**config.mk**
```make
export PLATFORM = sky130hd
export DESIGN_NAME = instr_encoder_flat
export DESIGN_NICKNAME = d
export VERILOG_FILES = /design/src/rtl/instr_encoder_if.sv /design/src/rtl/instr_encoder.sv /design/src/flat_wrapper.sv
export SDC_FILE = /design/constraint.sdc
export NUM_CORES = 1
export LEC_CHECK = 0
export BUFFER_PORTS_ARGS = -buffer_cell sky130_fd_sc_hd__buf_2
export CAP_MARGIN = 20
export CELL_PAD_IN_SITES_DETAIL_PLACEMENT = 0
export CELL_PAD_IN_SITES_GLOBAL_PLACEMENT = 1
export CORE_UTILIZATION = 32
export DETAILED_ROUTE_END_ITERATION = 10
export GPL_TIMING_DRIVEN = 1
export PLACE_DENSITY = 0.73
export SKIP_LAST_GASP = 1
export SYNTH_ARGS = -nofsm -noshare
export SYNTH_HDL_FRONTEND = slang
export SYNTH_SLANG_ARGS = --single-unit
```
**constraint.sdc**
```tcl
create_clock -name clk -period 2.5 [get_ports clk]
set_input_delay 0.5 -clock clk [delete_from_list [all_inputs] [get_ports clk]]
set_output_delay 0.5 -clock clk [all_outputs]
set_load 0.05 [all_outputs]
```
**src/rtl/instr_encoder_if.sv**
```systemverilog
// Field-bundle in / encoded-word out bus of the RV32I instruction encoder,
// plus the start pulse and status counters.
interface instr_encoder_if #(
  parameter int ADDR_W   = 12,
  parameter int ERRCNT_W = 8
);
  logic                start;
  logic                in_valid;
  logic                in_ready;
  logic [2:0]          in_fmt;
  logic [6:0]          in_opcode;
  logic [4:0]          in_rd;
  logic [4:0]          in_rs1;
  logic [4:0]          in_rs2;
  logic [2:0]          in_funct3;
  logic [6:0]          in_funct7;
  logic [31:0]         in_imm;
  logic                out_valid;
  logic                out_ready;
  logic [31:0]         out_instr;
  logic [ADDR_W-1:0]   out_addr;
  logic                err_sticky;
  logic [ERRCNT_W-1:0] err_count;
  logic [ADDR_W-1:0]   word_count;

  modport master (
    output start, in_valid, in_fmt, in_opcode, in_rd, in_rs1, in_rs2,
           in_funct3, in_funct7, in_imm, out_ready,
    input  in_ready, out_valid, out_instr, out_addr, err_sticky, err_count,
           word_count
  );

  modport slave (
    input  start, in_valid, in_fmt, in_opcode, in_rd, in_rs1, in_rs2,
           in_funct3, in_funct7, in_imm, out_ready,
    output in_ready, out_valid, out_instr, out_addr, err_sticky, err_count,
           word_count
  );
endinterface

```
**src/rtl/instr_encoder.sv**
```systemverilog
// Packs RV32I field bundles into instruction words with sequential byte
// addresses; illegal bundles are consumed and counted instead of emitted.
module instr_encoder #(
  parameter int ADDR_W    = 12,
  parameter int BASE_ADDR = 0,
  parameter int ERRCNT_W  = 8
) (
  input  logic           clk,
  input  logic           rst_n,
  instr_encoder_if.slave bus
);
  localparam logic [ADDR_W-1:0] BASE = ADDR_W'(BASE_ADDR);

  typedef enum logic [2:0] {
    FMT_R = 3'd0, FMT_I = 3'd1, FMT_S = 3'd2,
    FMT_B = 3'd3, FMT_U = 3'd4, FMT_J = 3'd5
  } fmt_e;

  logic                r_out_valid;
  logic [31:0]         r_out_instr;
  logic [ADDR_W-1:0]   r_out_addr;
  logic [ADDR_W-1:0]   r_ptr;
  logic [ADDR_W-1:0]   r_word_count;
  logic                r_err_sticky;
  logic [ERRCNT_W-1:0] r_err_count;

  logic        w_in_ready;
  logic        w_accept;
  logic        w_legal;
  logic [31:0] w_instr;
  logic [31:0] w_imm;

  assign w_imm      = bus.in_imm;
  assign w_in_ready = !bus.start && (!r_out_valid || bus.out_ready);
  assign w_accept   = bus.in_valid && w_in_ready;

  // Range checks: the immediate must survive truncation to the bits the
  // format actually stores, i.e. the upper bits are a pure sign extension.
  always_comb begin
    w_legal = 1'b0;
    w_instr = 32'd0;
    case (bus.in_fmt)
      FMT_R: begin
        w_legal = 1'b1;
        w_instr = {bus.in_funct7, bus.in_rs2, bus.in_rs1, bus.in_funct3,
                   bus.in_rd, bus.in_opcode};
      end
      FMT_I: begin
        w_legal = (w_imm[31:11] == {21{w_imm[11]}});
        w_instr = {w_imm[11:0], bus.in_rs1, bus.in_funct3, bus.in_rd,
                   bus.in_opcode};
      end
      FMT_S: begin
        w_legal = (w_imm[31:11] == {21{w_imm[11]}});
        w_instr = {w_imm[11:5], bus.in_rs2, bus.in_rs1, bus.in_funct3,
                   w_imm[4:0], bus.in_opcode};
      end
      FMT_B: begin
        w_legal = (w_imm[31:12] == {20{w_imm[12]}}) && !w_imm[0];
        w_instr = {w_imm[12], w_imm[10:5], bus.in_rs2, bus.in_rs1,
                   bus.in_funct3, w_imm[4:1], w_imm[11], bus.in_opcode};
      end
      FMT_U: begin
        w_legal = (w_imm[11:0] == 12'd0);
        w_instr = {w_imm[31:12], bus.in_rd, bus.in_opcode};
      end
      FMT_J: begin
        w_legal = (w_imm[31:20] == {12{w_imm[20]}}) && !w_imm[0];
        w_instr = {w_imm[20], w_imm[10:1], w_imm[11], w_imm[19:12],
                   bus.in_rd, bus.in_opcode};
      end
      default: begin
        w_legal = 1'b0;
        w_instr = 32'd0;
      end
    endcase
  end

  always_ff @(posedge clk) begin
    if (!rst_n) begin
      r_out_valid  <= 1'b0;
      r_out_instr  <= 32'd0;
      r_out_addr   <= '0;
      r_ptr        <= BASE;
      r_word_count <= '0;
      r_err_sticky <= 1'b0;
      r_err_count  <= '0;
    end else begin
      if (r_out_valid && bus.out_ready)
        r_out_valid <= 1'b0;
      if (w_accept && w_legal) begin
        r_out_valid  <= 1'b1;
        r_out_instr  <= w_instr;
        r_out_addr   <= r_ptr;
        r_ptr        <= r_ptr + ADDR_W'(4);
        r_word_count <= r_word_count + ADDR_W'(1);
      end
      if (w_accept && !w_legal) begin
        r_err_sticky <= 1'b1;
        if (r_err_count != '1)
          r_err_count <= r_err_count + ERRCNT_W'(1);
      end
      // start never coincides with an accept (in_ready is low), and leaves
      // any held output word alone so it drains with its old address.
      if (bus.start) begin
        r_ptr        <= BASE;
        r_word_count <= '0;
        r_err_sticky <= 1'b0;
        r_err_count  <= '0;
      end
    end
  end

  assign bus.in_ready   = w_in_ready;
  assign bus.out_valid  = r_out_valid;
  assign bus.out_instr  = r_out_instr;
  assign bus.out_addr   = r_out_addr;
  assign bus.err_sticky = r_err_sticky;
  assign bus.err_count  = r_err_count;
  assign bus.word_count = r_word_count;
endmodule

```
**src/flat_wrapper.sv**
```systemverilog
// flat-port wrapper written by rule: the top's interface ports become plain ports
module instr_encoder_flat 
#(
  parameter int ADDR_W    = 12,
  parameter int BASE_ADDR = 0,
  parameter int ERRCNT_W  = 8
)
  (clk, rst_n, bus_start, bus_in_valid, bus_in_fmt, bus_in_opcode, bus_in_rd, bus_in_rs1, bus_in_rs2, bus_in_funct3, bus_in_funct7, bus_in_imm, bus_out_ready, bus_in_ready, bus_out_valid, bus_out_instr, bus_out_addr, bus_err_sticky, bus_err_count, bus_word_count);
  instr_encoder_if #(.ADDR_W(ADDR_W), .ERRCNT_W(ERRCNT_W)) bus_i ();
  input  logic clk;
  input  logic rst_n;
  input wire logic [$bits(bus_i.start)-1:0] bus_start;
  input wire logic [$bits(bus_i.in_valid)-1:0] bus_in_valid;
  input wire logic [$bits(bus_i.in_fmt)-1:0] bus_in_fmt;
  input wire logic [$bits(bus_i.in_opcode)-1:0] bus_in_opcode;
  input wire logic [$bits(bus_i.in_rd)-1:0] bus_in_rd;
  input wire logic [$bits(bus_i.in_rs1)-1:0] bus_in_rs1;
  input wire logic [$bits(bus_i.in_rs2)-1:0] bus_in_rs2;
  input wire logic [$bits(bus_i.in_funct3)-1:0] bus_in_funct3;
  input wire logic [$bits(bus_i.in_funct7)-1:0] bus_in_funct7;
  input wire logic [$bits(bus_i.in_imm)-1:0] bus_in_imm;
  input wire logic [$bits(bus_i.out_ready)-1:0] bus_out_ready;
  output wire logic [$bits(bus_i.in_ready)-1:0] bus_in_ready;
  output wire logic [$bits(bus_i.out_valid)-1:0] bus_out_valid;
  output wire logic [$bits(bus_i.out_instr)-1:0] bus_out_instr;
  output wire logic [$bits(bus_i.out_addr)-1:0] bus_out_addr;
  output wire logic [$bits(bus_i.err_sticky)-1:0] bus_err_sticky;
  output wire logic [$bits(bus_i.err_count)-1:0] bus_err_count;
  output wire logic [$bits(bus_i.word_count)-1:0] bus_word_count;
  assign bus_i.start = bus_start;
  assign bus_i.in_valid = bus_in_valid;
  assign bus_i.in_fmt = bus_in_fmt;
  assign bus_i.in_opcode = bus_in_opcode;
  assign bus_i.in_rd = bus_in_rd;
  assign bus_i.in_rs1 = bus_in_rs1;
  assign bus_i.in_rs2 = bus_in_rs2;
  assign bus_i.in_funct3 = bus_in_funct3;
  assign bus_i.in_funct7 = bus_in_funct7;
  assign bus_i.in_imm = bus_in_imm;
  assign bus_i.out_ready = bus_out_ready;
  assign bus_in_ready = bus_i.in_ready;
  assign bus_out_valid = bus_i.out_valid;
  assign bus_out_instr = bus_i.out_instr;
  assign bus_out_addr = bus_i.out_addr;
  assign bus_err_sticky = bus_i.err_sticky;
  assign bus_err_count = bus_i.err_count;
  assign bus_word_count = bus_i.word_count;
  instr_encoder #(.ADDR_W(ADDR_W), .BASE_ADDR(BASE_ADDR), .ERRCNT_W(ERRCNT_W)) u_core (.clk(clk), .rst_n(rst_n), .bus(bus_i));
endmodule
```
## Word-level counts from Yosys, hierarchy flattened

Cells that the tools add are included.

- Flip-flop bits (word level): 78
- Output and inout bits: 67
- Logic and storage cells: 42

- Add/sub/neg operators: 3
- Equality and inequality tests: 9
- Muxes and demuxes: 4
- Bitwise gates (word level): 1
- Reduce and logical (&&, ||, !) cells: 18

Operators with widths:

| kind | count |
|---|---|
| $pmux W32 S6 | 1 |
| $eq A20 B20 Y1 | 1 |
| $eq A19 B19 Y1 | 1 |
| $add A12 B1 Y12 const B | 1 |
| $add A12 B3 Y12 const B | 1 |
| $logic_not A12 Y1 | 1 |
| $eq A11 B11 Y1 | 1 |
| $add A8 B1 Y8 const B | 1 |
| $ne A8 B8 Y1 const B | 1 |
| $logic_and A1 B1 Y1 | 7 |
| $eq A3 B2 Y1 const B | 2 |
| $eq A3 B3 Y1 const B | 2 |
| $pmux W1 S5 | 1 |
| $logic_not A1 Y1 | 4 |
| $reduce_or A2 Y1 | 2 |
| $eq A3 B1 Y1 const B | 1 |
| $logic_not A3 Y1 | 1 |
| $mux W1 | 2 |
| $reduce_and A2 Y1 | 1 |
| $reduce_bool A2 Y1 | 1 |
| $logic_or A1 B1 Y1 | 1 |
| $not A1 Y1 | 1 |

## Longest topological paths before layout

- Depth in word-level cells: 6
- Depth in mapped cells: 10
- Depth with buffers taken out: 8

## Worst setup path before layout

Ideal clock, no wire load.

- Path type: input to register
- Start: input port bus_in_imm[22]
- End: register u_core.r_word_count[11], in the netlist u_core.bus.word_count[11]
- Library setup time: 132 ps
- Data arrival time: 2533 ps
- Required time: 2368 ps
- Path slack: -165 ps
- Stages on the path: 8
- Path buffers: 1
- Path through: or3_4 or3_1 a221o_1 a22oi_4 o21ai_4 buf_2 o41ai_1 a21oi_1

- Cells in the longest elaborated chain, start to end: 4
- Elaborated cells between the ends (all ways): 7

Ends and longest elaborated chain:

| element | line | source |
|---|---|---|
| start: declaration | flat_wrapper.sv:21 | `input wire logic [$bits(bus_i.in_imm)-1:0] bus_in_imm;` |
| $eq A19 B19 Y1 / $eq A11 B11 Y1 (equally long branches) | instr_encoder.sv:59, instr_encoder.sv:68 |  |
| $logic_and A1 B1 Y1, on equally long branches | instr_encoder.sv:59, instr_encoder.sv:68 |  |
| $pmux W1 S5 (*) | instr_encoder.sv:42 | `case (bus.in_fmt)` |
| $logic_and A1 B1 Y1 (*) | instr_encoder.sv:91 | `if (w_accept && w_legal) begin` |
| end signal: assignment | instr_encoder.sv:96 | `r_word_count <= r_word_count + ADDR_W'(1);` |
| end: declaration | instr_encoder.sv:23 | `logic [ADDR_W-1:0] r_word_count;` |

Every way passes the cells marked *; elsewhere a longest branch is shown, timed or not.
A chain may end at the register's enable or synchronous reset.

## Worst setup path in the final report

- Start: input port bus_in_imm[22]
- End: register u_core.r_word_count[10], in the netlist u_core.bus.word_count[10]

Same word-level chain as after synthesis.

==> summary.md <==
| Metric | Value |
|---|---|
| Pre-antenna DRT Iters | `8` |
| Sequential cell area | `1480 µm²` |
| Yosys cell types | `60` |
| Min Hold Slack | `409 ps` |
| Routing usage on met1 | `0.229` |
| Setup Crit Path Kind | `primary input to register` |
| Post-synth EDFFs | `0` |
| Final setup vio count | `2` |
| Setup_tns | `-25.4 ps` |
| Pwr dens | `545 nW/µm²` |
| Dominant cells by area after synthesis | `dfxtp_1 38%, nand2_1 7.8%, o211a_1 6.2%` |
| H-Tree Level Count | `3` |
| Fin crit share | `1.01` |
| Commonest cells after routing, fill and taps aside | `136 x buf_2, 80 x nand2_1, 74 x dfxtp_1` |
| Final hold vios | `0` |
| Rows | `39` |
| Synthesized flop and latch total | `74` |
| Initial antenna violation count | `0` |
| Post-route worst setup slack | `-13.8 ps` |
| Setup Skew | `6.63 ps` |
| Clock root buffer | `clkbuf_16` |
| Syn-to-layout area delta | `45.7%` |
| Slew margin rel. | `0.468` |
| M3 GR Usage | `0.0544` |
| Final Util | `0.486` |
| R2r endpoint | `u_core.bus.err_count[4]` |
| Worst r2r path cells | `9` |
| Crit Path Max Fanout | `9` |
| DRC | `12` |
| Failing checks | `DRC, setup timing` |
| ANT nets after route | `0` |
| Worst r2r src | `u_core.bus.err_count[0]` |
| Cell Area, Synth | `3870 µm²` |
| Status | `finished, violations left` |
| Syn Area/Cell | `8.47 µm²` |
| DP Wirelength | `9.16 mm` |
| # hold bufs at CTS | `0` |
| CTS clock-pin slew for the worst setup and hold paths | `60 ps` |
| Layout cell share with drive strength beyond 1 | `0.385` |
| Multi-input gate area | `2260 µm²` |
| Gpl congestion | `0.934` |
| HP Class | `primary input to register` |
| Ys async rst share | `0` |
| Worst EP required | `2770 ps` |
| Starting utilization of the core area | `0.333` |
| Largest net degree at the start of global routing | `39` |
| # clock sinks | `74` |
| Via-to-Cell Ratio | `5.21` |
| Synth Warn # | `0` |
| Die X | `112 µm` |
| Commonest non-fill, non-tap cell in the layout | `buf_2` |
| Clock Path Buffers | `2` |
| Fin. max-slew vios | `0` |
| Filler cell count | `1,192` |
| Inserted Clock Buffers | `9` |
| CTS tree | `yes` |
| Die Y-Extent | `112 µm` |
| Maximum clock frequency | `398 MHz` |
| Worst ir drop on vdd | `0.246 mV` |
| Max cap viols | `0` |
| Tmin final | `2510 ps` |
| First-pass GRT wire length | `19.4 mm` |
| Met2 Use GR | `0.342` |
| Number of DRC markers in iteration 0 | `147` |
| Leading area contributor after synthesis | `dfxtp_1` |
| CP Launch Point | `bus_in_imm[22]` |
| Clock latency on the worst-skew pair | `330 ps` |
| Routed Wire Length | `12.1 mm` |
| Setup repair after global routing missed its margin | `yes` |
| Synth Flop Type | `dfxtp_1` |
| Yosys top cell area share | `0.383` |
| Syn Inst Count | `457` |
| Post-route cell area | `5640 µm²` |
| Grt peak-use layer | `met2` |
| Flop2flop setup slack | `560 ps` |
| Post-DP Area | `5160 µm²` |
| Core footprint | `11,600 µm²` |
| Ports | `139` |
| Critical Path End | `u_core.bus.word_count[10]` |
| Measured slew at the worst slew-check pin | `795 ps` |
| Startpoint class of the critical path | `primary input` |
| Crit path DAT | `2780 ps` |
| Routed via count | `4,148` |
| CP endpoint kind | `register` |
| Pleak | `0.00275 µW` |
| GRT Util Overall | `0.195` |
| Register area share after synthesis | `0.383` |
| Nets | `722` |
| GRT Residual Overflow | `0` |
| Port Buffers | `136` |
| Vias in the first global route | `4,011` |
| Mean routed wirelength per cell | `15.3 µm` |
| Die area | `12,500 µm²` |
## synthesized netlist by cell type (4+ instances only)
master / n
a31o_2: 4
nor4_1: 7
xnor2_1: 5
clkbuf_1: 22
a21boi_0: 14
or3_1: 11
buf_2: 7
o31ai_1: 7
nand4_1: 8
nor2_1: 23
buf_4: 4
o21ai_0: 15
a21oi_1: 24
a221o_1: 13
or4_1: 8
dfxtp_1: 74
o211a_1: 24
nand3_1: 13
nand2_1: 80
and3_1: 6
mux2i_1: 19
o211ai_1: 4
inv_1: 8
nor2b_1: 5
## power breakdown
group          internal [µW]  switching, µW
logic                    179            241
registers               1200           9.08
clock network            954            495
## repair_timing
action,in CTS,in global routing
resized for setup,1,16
cloned,0,1
hold endpoints to repair,0,0
pin swaps,2,2
buffers inserted,3,5
setup endpoints to repair,16,60
## worst max-delay path: stages
cell and delay, ps:
buf_2 110, or3_4 380, or3_1 320, a221o_1 390
a22oi_4 240, o21ai_4 130, buf_4 180, or4_1 390
a21oi_1 150
## worst min-delay path by stage
stage                                      start                      end  slack, ps  cells past startpoint
final                           bus_in_opcode[2]  u_core.bus.out_instr[2]        410                      3
after global routing            bus_in_opcode[3]  u_core.bus.out_instr[3]        420                      3
after CTS                       bus_in_opcode[5]  u_core.bus.out_instr[5]        400                      3
after detailed placement  u_core.bus.out_addr[2]   u_core.bus.out_addr[2]        440                      2
after global placement    u_core.bus.out_addr[3]   u_core.bus.out_addr[3]        440                      2
after floorplan                 u_core.r_ptr[11]  u_core.bus.out_addr[11]        440                      2
## sequential cells by signal (all words and copies together), names as in the netlist
signal and flops:
u_core.bus.err_count 8, u_core.bus.err_sticky 1, u_core.bus.out_addr 10, u_core.bus.out_instr 32
u_core.bus.out_valid 1, u_core.bus.word_count 12, u_core.r_ptr 10
## through the flow
| step | power (µW) | setup WS [ps] | instances |
|---|---|---|---|
| after floorplan | 1450 | -113 | 458 |
| final | 3070 | -13.8 | 796 |
| after global routing | 3190 | -109 | 795 |
| after global placement | 1640 | -336 | 770 |
| after CTS | 3090 | -20.1 | 789 |
| after detailed placement | 1640 | -389 | 770 |
## cell type report
type | count | share of cell area
Inverter | 8 | 0.00532
Sequential cell | 74 | 0.263
Clock inverter | 4 | 0.0129
Antenna cell | 1 | 0.000444
Timing Repair Buffer | 213 | 0.238
Multi-Input combinational cell | 341 | 0.401
Clock buffer | 12 | 0.0472
Tap cell | 143 | 0.0317
## metal layers
layer | routed length, µm | up-vias | part of all wire
li1 | - | 2077 | -
met1 | 5190 | 1940 | 0.43
met2 | 6030 | 117 | 0.50
met3 | 749 | 14 | 0.062
met4 | 175 | 0 | 0.014
met5 | 0 | - | 0
## cells by family after synthesis
family                     Yosys count  share of synthesized area
xor gates and xnor gates             6                     0.0136
DFF                                 74                      0.383
and+or+nand+nor                    176                      0.220
adders and majority gates            3                    0.00970
muxes                               20                     0.0521
buffers and inverters               43                     0.0498
other                                1                   0.000969
AOI/OAI and AO/OA                  134                      0.272
Power figures use the tool's default switching activity.
